$ cat src/rtl/axi_w_router_if.sv
// Signal bundle between master M1, the AW stage and the three W-channel slaves.
interface axi_w_router_if #(
  parameter int DATA_W = 32,
  parameter int LEN_W  = 4
);
  localparam int STRB_W = DATA_W / 8;

  // AW-stage observation
  logic              aw_valid;
  logic              aw_ready;
  logic [2:0]        aw_sel;
  logic [LEN_W-1:0]  aw_len;

  // Master-side W channel
  logic [DATA_W-1:0] WDATA_M1;
  logic [STRB_W-1:0] WSTRB_M1;
  logic              WLAST_M1;
  logic              WVALID_M1;
  logic              WREADY_M1;

  // Slave-side W channels
  logic [DATA_W-1:0] WDATA_S0, WDATA_S1, WDATA_S2;
  logic [STRB_W-1:0] WSTRB_S0, WSTRB_S1, WSTRB_S2;
  logic              WLAST_S0, WLAST_S1, WLAST_S2;
  logic              WVALID_S0, WVALID_S1, WVALID_S2;
  logic              WREADY_S0, WREADY_S1, WREADY_S2;

  // B channel, observed only
  logic              BVALID_S0, BVALID_S1, BVALID_S2;
  logic              BREADY_M1;

  logic              wlast_err;

  // Router side
  modport slave (
    input  aw_valid, aw_ready, aw_sel, aw_len,
    input  WDATA_M1, WSTRB_M1, WLAST_M1, WVALID_M1,
    output WREADY_M1,
    output WDATA_S0, WDATA_S1, WDATA_S2,
    output WSTRB_S0, WSTRB_S1, WSTRB_S2,
    output WLAST_S0, WLAST_S1, WLAST_S2,
    output WVALID_S0, WVALID_S1, WVALID_S2,
    input  WREADY_S0, WREADY_S1, WREADY_S2,
    input  BVALID_S0, BVALID_S1, BVALID_S2, BREADY_M1,
    output wlast_err
  );

  // Environment side (master, AW stage and slaves)
  modport master (
    output aw_valid, aw_ready, aw_sel, aw_len,
    output WDATA_M1, WSTRB_M1, WLAST_M1, WVALID_M1,
    input  WREADY_M1,
    input  WDATA_S0, WDATA_S1, WDATA_S2,
    input  WSTRB_S0, WSTRB_S1, WSTRB_S2,
    input  WLAST_S0, WLAST_S1, WLAST_S2,
    input  WVALID_S0, WVALID_S1, WVALID_S2,
    output WREADY_S0, WREADY_S1, WREADY_S2,
    output BVALID_S0, BVALID_S1, BVALID_S2, BREADY_M1,
    input  wlast_err
  );
endinterface

$ cat src/rtl/axi_w_router.sv
// W-channel router for master M1: latches slave/length on AW, steers W beats
// to one slave with counter-generated WLAST, and holds the route until B.
module axi_w_router #(
  parameter int DATA_W = 32,
  parameter int LEN_W  = 4
) (
  input  logic           clk,
  input  logic           rst,
  axi_w_router_if.slave  bus
);
  localparam int STRB_W = DATA_W / 8;

  localparam logic [1:0] IDLE = 2'd0;
  localparam logic [1:0] DATA = 2'd1;
  localparam logic [1:0] RESP = 2'd2;

  // Illegal or empty decodes fall back to the default slave S2.
  function automatic logic [2:0] sel_decode(input logic [2:0] s);
    if (s == 3'b001 || s == 3'b010 || s == 3'b100) return s;
    else return 3'b100;
  endfunction

  logic [1:0]       state;
  logic [2:0]       sel_q;
  logic [LEN_W-1:0] len_q;
  logic [LEN_W-1:0] cnt;
  logic             err_q;

  logic             aw_fire;
  logic             last_beat;
  logic             wready_m1;
  logic             beat;
  logic             b_done;
  logic [DATA_W-1:0] wdata;
  logic [STRB_W-1:0] wstrb;

  assign aw_fire   = bus.aw_valid & bus.aw_ready;
  assign last_beat = (cnt == len_q);
  assign wready_m1 = (state == DATA) &
                     ((sel_q[0] & bus.WREADY_S0) |
                      (sel_q[1] & bus.WREADY_S1) |
                      (sel_q[2] & bus.WREADY_S2));
  assign beat      = bus.WVALID_M1 & wready_m1;
  assign b_done    = bus.BREADY_M1 &
                     ((sel_q[0] & bus.BVALID_S0) |
                      (sel_q[1] & bus.BVALID_S1) |
                      (sel_q[2] & bus.BVALID_S2));
  assign wdata     = bus.WDATA_M1;
  assign wstrb     = bus.WSTRB_M1;

  assign bus.WREADY_M1 = wready_m1;
  assign bus.wlast_err = err_q;

  // Steer the master W channel to the latched slave only while in DATA.
  always_comb begin
    bus.WDATA_S0  = '0;
    bus.WDATA_S1  = '0;
    bus.WDATA_S2  = '0;
    bus.WSTRB_S0  = '0;
    bus.WSTRB_S1  = '0;
    bus.WSTRB_S2  = '0;
    bus.WLAST_S0  = 1'b0;
    bus.WLAST_S1  = 1'b0;
    bus.WLAST_S2  = 1'b0;
    bus.WVALID_S0 = 1'b0;
    bus.WVALID_S1 = 1'b0;
    bus.WVALID_S2 = 1'b0;
    if (state == DATA) begin
      if (sel_q[0]) begin
        bus.WDATA_S0  = wdata;
        bus.WSTRB_S0  = wstrb;
        bus.WLAST_S0  = last_beat;
        bus.WVALID_S0 = bus.WVALID_M1;
      end
      if (sel_q[1]) begin
        bus.WDATA_S1  = wdata;
        bus.WSTRB_S1  = wstrb;
        bus.WLAST_S1  = last_beat;
        bus.WVALID_S1 = bus.WVALID_M1;
      end
      if (sel_q[2]) begin
        bus.WDATA_S2  = wdata;
        bus.WSTRB_S2  = wstrb;
        bus.WLAST_S2  = last_beat;
        bus.WVALID_S2 = bus.WVALID_M1;
      end
    end
  end

  // Burst control: capture route on AW, count beats, release on B.
  always_ff @(posedge clk) begin
    if (rst) begin
      state <= IDLE;
      sel_q <= '0;
      len_q <= '0;
      cnt   <= '0;
      err_q <= 1'b0;
    end else begin
      err_q <= beat & (bus.WLAST_M1 != last_beat);
      case (state)
        IDLE: begin
          if (aw_fire) begin
            sel_q <= sel_decode(bus.aw_sel);
            len_q <= bus.aw_len;
            cnt   <= '0;
            state <= DATA;
          end
        end
        DATA: begin
          if (beat) begin
            if (last_beat) begin
              state <= RESP;
            end else begin
              cnt <= cnt + 1'b1;
            end
          end
        end
        RESP: begin
          if (b_done) state <= IDLE;
        end
        default: state <= IDLE;
      endcase
    end
  end
endmodule

$ cat src/flat_wrapper.sv
// flat-port wrapper written by rule: the top's interface ports become plain ports
module axi_w_router_flat 
#(
  parameter int DATA_W = 32,
  parameter int LEN_W  = 4
)
  (clk, rst, bus_aw_valid, bus_aw_ready, bus_aw_sel, bus_aw_len, bus_WDATA_M1, bus_WSTRB_M1, bus_WLAST_M1, bus_WVALID_M1, bus_WREADY_M1, bus_WDATA_S0, bus_WDATA_S1, bus_WDATA_S2, bus_WSTRB_S0, bus_WSTRB_S1, bus_WSTRB_S2, bus_WLAST_S0, bus_WLAST_S1, bus_WLAST_S2, bus_WVALID_S0, bus_WVALID_S1, bus_WVALID_S2, bus_WREADY_S0, bus_WREADY_S1, bus_WREADY_S2, bus_BVALID_S0, bus_BVALID_S1, bus_BVALID_S2, bus_BREADY_M1, bus_wlast_err);
  axi_w_router_if #(.DATA_W(DATA_W), .LEN_W(LEN_W)) bus_i ();
  input  logic clk;
  input  logic rst;
  input wire logic [$bits(bus_i.aw_valid)-1:0] bus_aw_valid;
  input wire logic [$bits(bus_i.aw_ready)-1:0] bus_aw_ready;
  input wire logic [$bits(bus_i.aw_sel)-1:0] bus_aw_sel;
  input wire logic [$bits(bus_i.aw_len)-1:0] bus_aw_len;
  input wire logic [$bits(bus_i.WDATA_M1)-1:0] bus_WDATA_M1;
  input wire logic [$bits(bus_i.WSTRB_M1)-1:0] bus_WSTRB_M1;
  input wire logic [$bits(bus_i.WLAST_M1)-1:0] bus_WLAST_M1;
  input wire logic [$bits(bus_i.WVALID_M1)-1:0] bus_WVALID_M1;
  output wire logic [$bits(bus_i.WREADY_M1)-1:0] bus_WREADY_M1;
  output wire logic [$bits(bus_i.WDATA_S0)-1:0] bus_WDATA_S0;
  output wire logic [$bits(bus_i.WDATA_S1)-1:0] bus_WDATA_S1;
  output wire logic [$bits(bus_i.WDATA_S2)-1:0] bus_WDATA_S2;
  output wire logic [$bits(bus_i.WSTRB_S0)-1:0] bus_WSTRB_S0;
  output wire logic [$bits(bus_i.WSTRB_S1)-1:0] bus_WSTRB_S1;
  output wire logic [$bits(bus_i.WSTRB_S2)-1:0] bus_WSTRB_S2;
  output wire logic [$bits(bus_i.WLAST_S0)-1:0] bus_WLAST_S0;
  output wire logic [$bits(bus_i.WLAST_S1)-1:0] bus_WLAST_S1;
  output wire logic [$bits(bus_i.WLAST_S2)-1:0] bus_WLAST_S2;
  output wire logic [$bits(bus_i.WVALID_S0)-1:0] bus_WVALID_S0;
  output wire logic [$bits(bus_i.WVALID_S1)-1:0] bus_WVALID_S1;
  output wire logic [$bits(bus_i.WVALID_S2)-1:0] bus_WVALID_S2;
  input wire logic [$bits(bus_i.WREADY_S0)-1:0] bus_WREADY_S0;
  input wire logic [$bits(bus_i.WREADY_S1)-1:0] bus_WREADY_S1;
  input wire logic [$bits(bus_i.WREADY_S2)-1:0] bus_WREADY_S2;
  input wire logic [$bits(bus_i.BVALID_S0)-1:0] bus_BVALID_S0;
  input wire logic [$bits(bus_i.BVALID_S1)-1:0] bus_BVALID_S1;
  input wire logic [$bits(bus_i.BVALID_S2)-1:0] bus_BVALID_S2;
  input wire logic [$bits(bus_i.BREADY_M1)-1:0] bus_BREADY_M1;
  output wire logic [$bits(bus_i.wlast_err)-1:0] bus_wlast_err;
  assign bus_i.aw_valid = bus_aw_valid;
  assign bus_i.aw_ready = bus_aw_ready;
  assign bus_i.aw_sel = bus_aw_sel;
  assign bus_i.aw_len = bus_aw_len;
  assign bus_i.WDATA_M1 = bus_WDATA_M1;
  assign bus_i.WSTRB_M1 = bus_WSTRB_M1;
  assign bus_i.WLAST_M1 = bus_WLAST_M1;
  assign bus_i.WVALID_M1 = bus_WVALID_M1;
  assign bus_WREADY_M1 = bus_i.WREADY_M1;
  assign bus_WDATA_S0 = bus_i.WDATA_S0;
  assign bus_WDATA_S1 = bus_i.WDATA_S1;
  assign bus_WDATA_S2 = bus_i.WDATA_S2;
  assign bus_WSTRB_S0 = bus_i.WSTRB_S0;
  assign bus_WSTRB_S1 = bus_i.WSTRB_S1;
  assign bus_WSTRB_S2 = bus_i.WSTRB_S2;
  assign bus_WLAST_S0 = bus_i.WLAST_S0;
  assign bus_WLAST_S1 = bus_i.WLAST_S1;
  assign bus_WLAST_S2 = bus_i.WLAST_S2;
  assign bus_WVALID_S0 = bus_i.WVALID_S0;
  assign bus_WVALID_S1 = bus_i.WVALID_S1;
  assign bus_WVALID_S2 = bus_i.WVALID_S2;
  assign bus_i.WREADY_S0 = bus_WREADY_S0;
  assign bus_i.WREADY_S1 = bus_WREADY_S1;
  assign bus_i.WREADY_S2 = bus_WREADY_S2;
  assign bus_i.BVALID_S0 = bus_BVALID_S0;
  assign bus_i.BVALID_S1 = bus_BVALID_S1;
  assign bus_i.BVALID_S2 = bus_BVALID_S2;
  assign bus_i.BREADY_M1 = bus_BREADY_M1;
  assign bus_wlast_err = bus_i.wlast_err;
  axi_w_router #(.DATA_W(DATA_W), .LEN_W(LEN_W)) u_core (.clk(clk), .rst(rst), .bus(bus_i));
endmodule
$ cat config.mk
export PLATFORM = sky130hd
export DESIGN_NAME = axi_w_router_flat
export DESIGN_NICKNAME = d
export VERILOG_FILES = /design/src/rtl/axi_w_router_if.sv /design/src/rtl/axi_w_router.sv /design/src/flat_wrapper.sv
export SDC_FILE = /design/constraint.sdc
export NUM_CORES = 1
export LEC_CHECK = 0
export ABC_AREA = 1
export CELL_PAD_IN_SITES_DETAIL_PLACEMENT = 1
export CELL_PAD_IN_SITES_GLOBAL_PLACEMENT = 1
export CORE_ASPECT_RATIO = 2
export CORE_MARGIN = 2
export CORE_UTILIZATION = 15
export CTS_CLUSTER_SIZE = 24
export DETAILED_ROUTE_END_ITERATION = 12
export PLACE_DENSITY_LB_ADDON = 0.1
export REMOVE_ABC_BUFFERS = 1
export SLEW_MARGIN = 20
export SYNTH_ARGS = -nofsm -noshare
export SYNTH_HDL_FRONTEND = slang
export SYNTH_SLANG_ARGS = --single-unit
export TNS_END_PERCENT = 10
$ cat constraint.sdc
create_clock -name clk -period 1.5 [get_ports clk]
set_clock_uncertainty 0.05 [all_clocks]
set_input_delay 0.3 -clock clk [delete_from_list [all_inputs] [get_ports clk]]
set_output_delay 0.3 -clock clk [all_outputs]
set_load 0.01 [all_outputs]
==> metrics.yaml, run 1 <==
drt:
  dr.first_iter.drc_count: 72
  detail_route.first_pass.iterations: 4
  vias: 2475
  final_ant_viol_nets: 0
  viasPerCell: 4.25
  number_of_drc_violations_after_detailed_routing: 0
  detail_route.wirelength_um: 9130
  drt-wirelength-per-cell_um: 15.7
global_routing:
  initial_antenna_violation_count: 0
  gr-usage-all-layers_pct: 17.2
  largest_net_degree_at_the_start_of_global_routing: 22
  grt_first_pass_wirelength_um: 13500
  via_count_of_the_first_global_routing_pass: 2476
  grt_overflow: 0
placed_design:
  place_worst_setup_slack_ps: -585
  place_congestion: 0.754
  placement.cell_area_um2: 3430
  port-buffer-count: 171
  place.detailed.hpwl_um: 7600
synthesis:
  ys_seq_elements: 14
  yosysSeqAreaShare_pct: 19.8
  yosysTopAreaCellShare_pct: 34.7
  synth_async_sr_flop_share_pct: 0
  synth_area_per_cell_um2: 4.94
  yosysWarnings: 0
  synthTopCellsByArea: "sky130_fd_sc_hd__nor2_1, sky130_fd_sc_hd__dfxtp_1, sky130_fd_sc_hd__inv_1, sky130_fd_sc_hd__nand2_1, sky130_fd_sc_hd__nand3_1"
  most_used_standard_cell_by_instance_count_after_synthesis: "sky130_fd_sc_hd__nor2_1"
  synth_largest_area_cell: "sky130_fd_sc_hd__nor2_1"
  postSynthCellCount: 287
  synth_common_cells: "sky130_fd_sc_hd__nor2_1, sky130_fd_sc_hd__inv_1, sky130_fd_sc_hd__nand2_1"
  synthFlopType: "sky130_fd_sc_hd__dfxtp_1"
  ys_types: 21
  number_of_enable_flip_flop_cells_after_synthesis: 0
  netlist_area_um2: 1420
finish:
  stdcell_area_um2: 3470
  final_core_utilization_pct: 37.4
  post_route_cells_drive_above_1_share_pct: 37.6
  layout-area-overhead-vs-synth_pct: 145
  diodes: 0
  final_nets: 537
clock_network:
  numCtsBuffers: 3
  worstSkewPairLatency_ps: 250
  cts_num_sinks: 14
  clock-root-buffer: "sky130_fd_sc_hd__clkbuf_16"
  cts_max_level: 1
  worst_setup_hold_path_clk_slew_ps: 50
  holdBufCountCts: 0
  cts_tree: "done"
  max-clock-path-buffers: 2
power_and_ir_drop:
  worst_ir_drop_vdd_mv: 0.648
  power_density_nw_per_um2: 937
  power.static_leakage_uw: 0.00181
timing:
  final_hold_violating_endpoints: 0
  setup_viol: 120
  fmax_mhz: 584
  rsz0062_at_grt: "true"
  finalCritPeriodShare_pct: 114
  finalHoldWorstSlack_ps: 483
  timing.final.max_slew_violations: 0
  slew_headroom_pct: 81.1
  time_the_worst_path_needs_with_i_o_delays_and_setup_ps: 1710
  timing.final.ws_setup_ps: -211
  tightestPinTransition_ps: 283
  setup_total_neg_slack_ps: -19410
run_status:
  status: "finished with violations"
  violated_checks: "negative setup slack"
floorplan:
  fp.coreArea_um2: 9260
  initial_core_util_pct: 15.3
  rows: 50
  die_area_um2: 10300
  chipHeight_um: 141
  die_w_um: 72.7
  floorplan.io_pins: 172
critical_path:
  ff2ff_setup_slack_ps: -60
  cp_arrival_ps: 1360
  rr_worst_depth: 11
  start_kind: "flip-flop"
  critical_path.max_fanout: 19
  timing.critical_path.to_type: "output pin"
  crit_type: "flip-flop to output pin"
  critical_path.reg2reg.startpoint: "u_core.state[0]"
  critPathRequiredTime_ps: 1150
  r2r-end: "u_core.cnt[0]"
hold_path:
  worstHoldStart: "u_core.cnt[3]"
  worstHoldPathType: "flip-flop to flip-flop"
  hold_path_end: "u_core.cnt[3]"
  min_path_cells: 2
job:
  maxCapViolations: 0
layer usage:
metal,track usage (%),up-vias,wire length [um]
met5,0,-,0
met4,5.17,0,131
met3,4.40,10,869
met2,34.4,112,5100
met1,16.2,1136,3030
li1,-,1217,-
final cells by class:
type | instances | area [um2]
fillers | 1210 | 5790
repair buffers | 201 | 1820
multi-input cells | 207 | 942
flip-flops and latches | 14 | 284
inverters | 53 | 199
well taps | 104 | 130
clock buffers | 4 | 88.8
critical path, cell delays in order, from the launching register on:
cell	delay [ps]
sky130_fd_sc_hd__dfxtp_2	330
sky130_fd_sc_hd__inv_2	50
sky130_fd_sc_hd__nor2_4	100
sky130_fd_sc_hd__buf_4	140
sky130_fd_sc_hd__nand2_4	70
sky130_fd_sc_hd__buf_16	170
sky130_fd_sc_hd__nor2_1	100
sky130_fd_sc_hd__buf_2	140
flip-flops by register name, indices dropped and copies added, names as in the netlist:
register / count
u_core.state: 2
u_core.cnt: 4
u_core.len_q: 4
u_core.sel_q: 3
u_core.bus.wlast_err: 1
through the flow:
step	std cells	power (uW)
after floorplan	274	1540
final	583	3250
after global placement	576	2570
after CTS	582	3230
after detailed placement	576	2610
after global routing	583	3520
where the power goes:
| group | switching [uW] | internal (uW) |
|---|---|---|
| clock network | 171 | 405 |
| logic | 1100 | 986 |
| registers | 93.9 | 488 |
| total | 1370 | 1880 |
cells in the final DEF, fill, tap and decap left out, types with 3 or more instances in the layout:
cell type                         netlist  routed
sky130_fd_sc_hd__clkdlybuf4s15_2        0      58
sky130_fd_sc_hd__nand2_2                1       3
sky130_fd_sc_hd__dfxtp_2                0       3
sky130_fd_sc_hd__buf_4                  0      23
sky130_fd_sc_hd__inv_2                  3       4
sky130_fd_sc_hd__nor2_2                 3      11
sky130_fd_sc_hd__nor2_1               131     121
sky130_fd_sc_hd__nand2_4                2       3
sky130_fd_sc_hd__clkdlybuf4s50_1        0      56
sky130_fd_sc_hd__buf_12                 0       3
sky130_fd_sc_hd__clkbuf_16              0       3
sky130_fd_sc_hd__nand2_1               33      30
sky130_fd_sc_hd__buf_6                  0       6
sky130_fd_sc_hd__o21ai_0               10      10
sky130_fd_sc_hd__inv_1                 50      49
sky130_fd_sc_hd__nor2_4                 1       3
sky130_fd_sc_hd__a21oi_1                9       9
sky130_fd_sc_hd__buf_2                  9      52
sky130_fd_sc_hd__dfxtp_1               14      11
sky130_fd_sc_hd__nand3_1               10       8
how the worst max path moves through the flow:
| stage | slack, ps | from | cells past startpoint | end |
|---|---|---|---|---|
| finish | -210 | u_core.state[0] | 7 | bus_WLAST_S0 |
| global route | -300 | u_core.state[0] | 6 | bus_WDATA_S2[23] |
| CTS | -300 | u_core.state[0] | 6 | bus_WLAST_S1 |
| detailed placement | -580 | bus_WREADY_S2 | 6 | bus_WREADY_M1 |
| global placement | -600 | bus_WREADY_S2 | 6 | bus_WREADY_M1 |
| floorplan | -290 | u_core.state[0] | 4 | bus_WDATA_S0[0] |
cell families (layout without fill, tap and decap cells):
| logic type | Yosys count | count (layout) | share of synthesized area [%] |
|---|---|---|---|
| compound gates | 20 | 20 | 7.33 |
| buf+inv | 66 | 258 | 18.3 |
| xor+xnor | 1 | 1 | 0.618 |
| simple gates | 185 | 185 | 53.1 |
| flops | 14 | 14 | 19.8 |
| fa+ha+maj | 1 | 1 | 0.883 |
timing repair:
item	CTS	global route
pin swaps	1	1
setup buffers	1	1
cloned	1	0
setup endpoints to repair	121	125
gates resized for setup	413	25
Power figures use the tool's default switching activity.
==> run 2: changes to the inputs <==
SKIP_LAST_GASP = 1   (was default)
==> metrics.yaml, run 2 (synthesized netlist as in run 1, its figures left out) <==
power_and_ir_drop:
  power.share.combinational_pct: 66.8  # was 64.4%
  p_int_uw: 1990  # was 1880 uW
  sw_frac_of_total_pct: 43.0  # was 42.1%
  seq_power_share_pct: 16.7  # was 17.9%
  power_density_nw_per_um2: 945  # was 937 nW/um2
  power.static_leakage_uw: 0.00199  # was 0.00181 uW
  p_clk_share_pct: 16.5  # was 17.7%
  switchingPower_uw: 1500  # was 1370 uW
  worst_ir_drop_vdd_mv: 0.724  # was 0.648 mV
timing:
  final_hold_violating_endpoints: 0  # unchanged
  setup_viol: 121  # was 120
  timing.final.ws_setup_ps: -330  # was -211 ps
  time_the_worst_path_needs_with_i_o_delays_and_setup_ps: 1830  # was 1710 ps
  fmax_mhz: 547  # was 584 MHz
  timing.final.max_slew_violations: 0  # unchanged
  tightestPinTransition_ps: 355  # was 283 ps
  finalCritPeriodShare_pct: 122  # was 114%
  rsz0062_at_grt: "true"  # unchanged
  slew_headroom_pct: 76.3  # was 81.1%
global_routing:
  largest_net_degree_at_the_start_of_global_routing: 22  # unchanged
  grt_util_met2_pct: 34.2  # was 34.4%
  most_utilized_layer_in_the_global_route_result: "met2"  # unchanged
  use_met3_pct: 4.33  # was 4.40%
  gr-usage-met1_pct: 15.6  # was 16.2%
  via_count_of_the_first_global_routing_pass: 2477  # was 2,476
  gr-usage-all-layers_pct: 17.0  # was 17.2%
  grt_first_pass_wirelength_um: 13300  # was 13,500 um
  grt_overflow: 0  # unchanged
  initial_antenna_violation_count: 0  # unchanged
finish:
  stdcell_area_um2: 3690  # was 3470 um2
  layout_top_registers: "u_core.cnt: 4 flops, u_core.len_q: 4 flops, u_core.sel_q: 3 flops"  # unchanged
  final_nets: 547  # was 537
  layout-area-overhead-vs-synth_pct: 161  # was 145%
  layout_common_cells: "sky130_fd_sc_hd__nor2_1, sky130_fd_sc_hd__clkdlybuf4s50_1, sky130_fd_sc_hd__inv_1"  # was sky130_fd_sc_hd__nor2_1, sky130_fd_sc_hd__clkdlybuf4s15_2, sky130_fd_sc_hd__clkdlybuf4s50_1
  final_core_utilization_pct: 39.9  # was 37.4%
  fin_cells: 593  # was 583
  diodes: 0  # unchanged
  post_route_cells_drive_above_1_share_pct: 44.4  # was 37.6%
  most_common_cell_after_layout_fill_and_taps_aside: "sky130_fd_sc_hd__nor2_1"  # unchanged
drt:
  number_of_drc_violations_after_detailed_routing: 0  # unchanged
  viasPerCell: 4.28  # was 4.25
  final_ant_viol_nets: 0  # unchanged
  detail_route.wirelength_um: 10200  # was 9130 um
  dr.first_iter.drc_count: 84  # was 72
  vias: 2541  # was 2,475
  drt-wirelength-per-cell_um: 17.2  # was 15.7 um
  detail_route.first_pass.iterations: 3  # was 4
critical_path:
  critPathRequiredTime_ps: 1150  # about the same
  start_kind: "flip-flop"  # unchanged
  timing.critical_path.to_type: "output pin"  # unchanged
  rr_worst_depth: 11  # unchanged
  ff2ff_setup_slack_ps: -170  # was -60 ps
  cp_arrival_ps: 1480  # was 1360 ps
  r2r-end: "u_core.cnt[3]"  # was u_core.cnt[0]
  critical_path.max_fanout: 8  # was 19
  crit_type: "flip-flop to output pin"  # unchanged
  critical_path.reg2reg.startpoint: "u_core.state[0]"  # unchanged
job:
  maxCapViolations: 0  # unchanged
run_status:
  status: "finished with violations"  # unchanged
  violated_checks: "negative setup slack"  # unchanged
clock_network:
  clock-root-buffer: "sky130_fd_sc_hd__clkbuf_16"  # unchanged
  max-clock-path-buffers: 2  # unchanged
  holdBufCountCts: 0  # unchanged
  worstSkewPairLatency_ps: 250  # about the same
  cts_tree: "done"  # unchanged
  worst_setup_hold_path_clk_slew_ps: 50  # about the same
  cts_max_level: 1  # unchanged
  cts_num_sinks: 14  # unchanged
  numCtsBuffers: 3  # unchanged
floorplan:
  fp.coreArea_um2: 9260  # unchanged
  die_area_um2: 10300  # unchanged
  die_w_um: 72.7  # unchanged
  chipHeight_um: 141  # unchanged
  floorplan.io_pins: 172  # unchanged
  rows: 50  # unchanged
  initial_core_util_pct: 15.3  # unchanged
hold_path:
  min_path_cells: 2  # unchanged
  worstHoldPathType: "flip-flop to flip-flop"  # unchanged
  worstHoldStart: "u_core.cnt[3]"  # unchanged
  hold_path_end: "u_core.cnt[3]"  # unchanged
placed_design:
  port-buffer-count: 171  # unchanged
  place.detailed.hpwl_um: 7600  # unchanged
  placement.cell_area_um2: 3430  # unchanged
  dpl.cell_count: 576  # unchanged
  place_congestion: 0.754  # unchanged
run 2: worst max path at each step:
stage                                from               to  slack (ps)  cells after the start
final                     u_core.state[0]  bus_WDATA_S0[9]        -330                      7
after global routing      u_core.state[0]  bus_WDATA_S1[5]        -370                      7
after CTS                 u_core.state[0]     bus_WLAST_S1        -330                      6
after detailed placement    bus_WREADY_S2    bus_WREADY_M1        -580                      6
after global placement      bus_WREADY_S2    bus_WREADY_M1        -600                      6
after floorplan           u_core.state[0]  bus_WDATA_S0[0]        -290                      4
run 2: area by class of cell:
cell class                 instances  area, um2
inverter                          53        199
fill                            1210       5570
clock buffer                       4       88.8
tap                              104        130
multi-input combinational        207       1130
sequential                        14        282
timing repair buffer             211       1860
run 2: power groups by stage:
stage | registers [uW] | logic (uW) | clock network [uW]
3_5_place_dp | 575 | 2030 | 0
4_1_cts | 571 | 2030 | 596
3_3_place_gp | 571 | 2000 | 0
2_1_floorplan | 563 | 974 | 0
6_report | 582 | 2330 | 575
5_1_grt | 594 | 2550 | 612
run 2: what timing repair did:
| action | 4_1_cts | 5_1_grt |
|---|---|---|
| resized for setup | 274 | 241 |
| endpoints found under the setup margin | 121 | 125 |
| cloned | 1 | 10 |
| pin swaps | 1 | 3 |
| buffers inserted | 1 | 1 |
run 2: worst max-delay path, cell delays in order, from the launching register on:
cell and delay (ps):
sky130_fd_sc_hd__dfxtp_2 330, sky130_fd_sc_hd__inv_2 50, sky130_fd_sc_hd__nor2_4 180, sky130_fd_sc_hd__buf_12 150, sky130_fd_sc_hd__nand2_8 100, sky130_fd_sc_hd__clkbuf_16 210, sky130_fd_sc_hd__nor2_2 80, sky130_fd_sc_hd__buf_4 130
run 2: routing by layer:
| metal | routed length, um | vias to the layer above |
|---|---|---|
| li1 | - | 1242 |
| met1 | 3280 | 1181 |
| met2 | 5990 | 108 |
| met3 | 774 | 10 |
| met4 | 146 | 0 |
| met5 | 0 | - |
run 2: stage by stage:
stage	setup WS (ps)	power (uW)	TNS (ps)	hold slack, ps
after floorplan	-291	1540	-33190	319
after global routing	-371	3760	-38520	534
after detailed placement	-585	2610	-40690	472
final	-330	3490	-31590	482
after global placement	-604	2570	-38920	466
after CTS	-334	3200	-36630	491
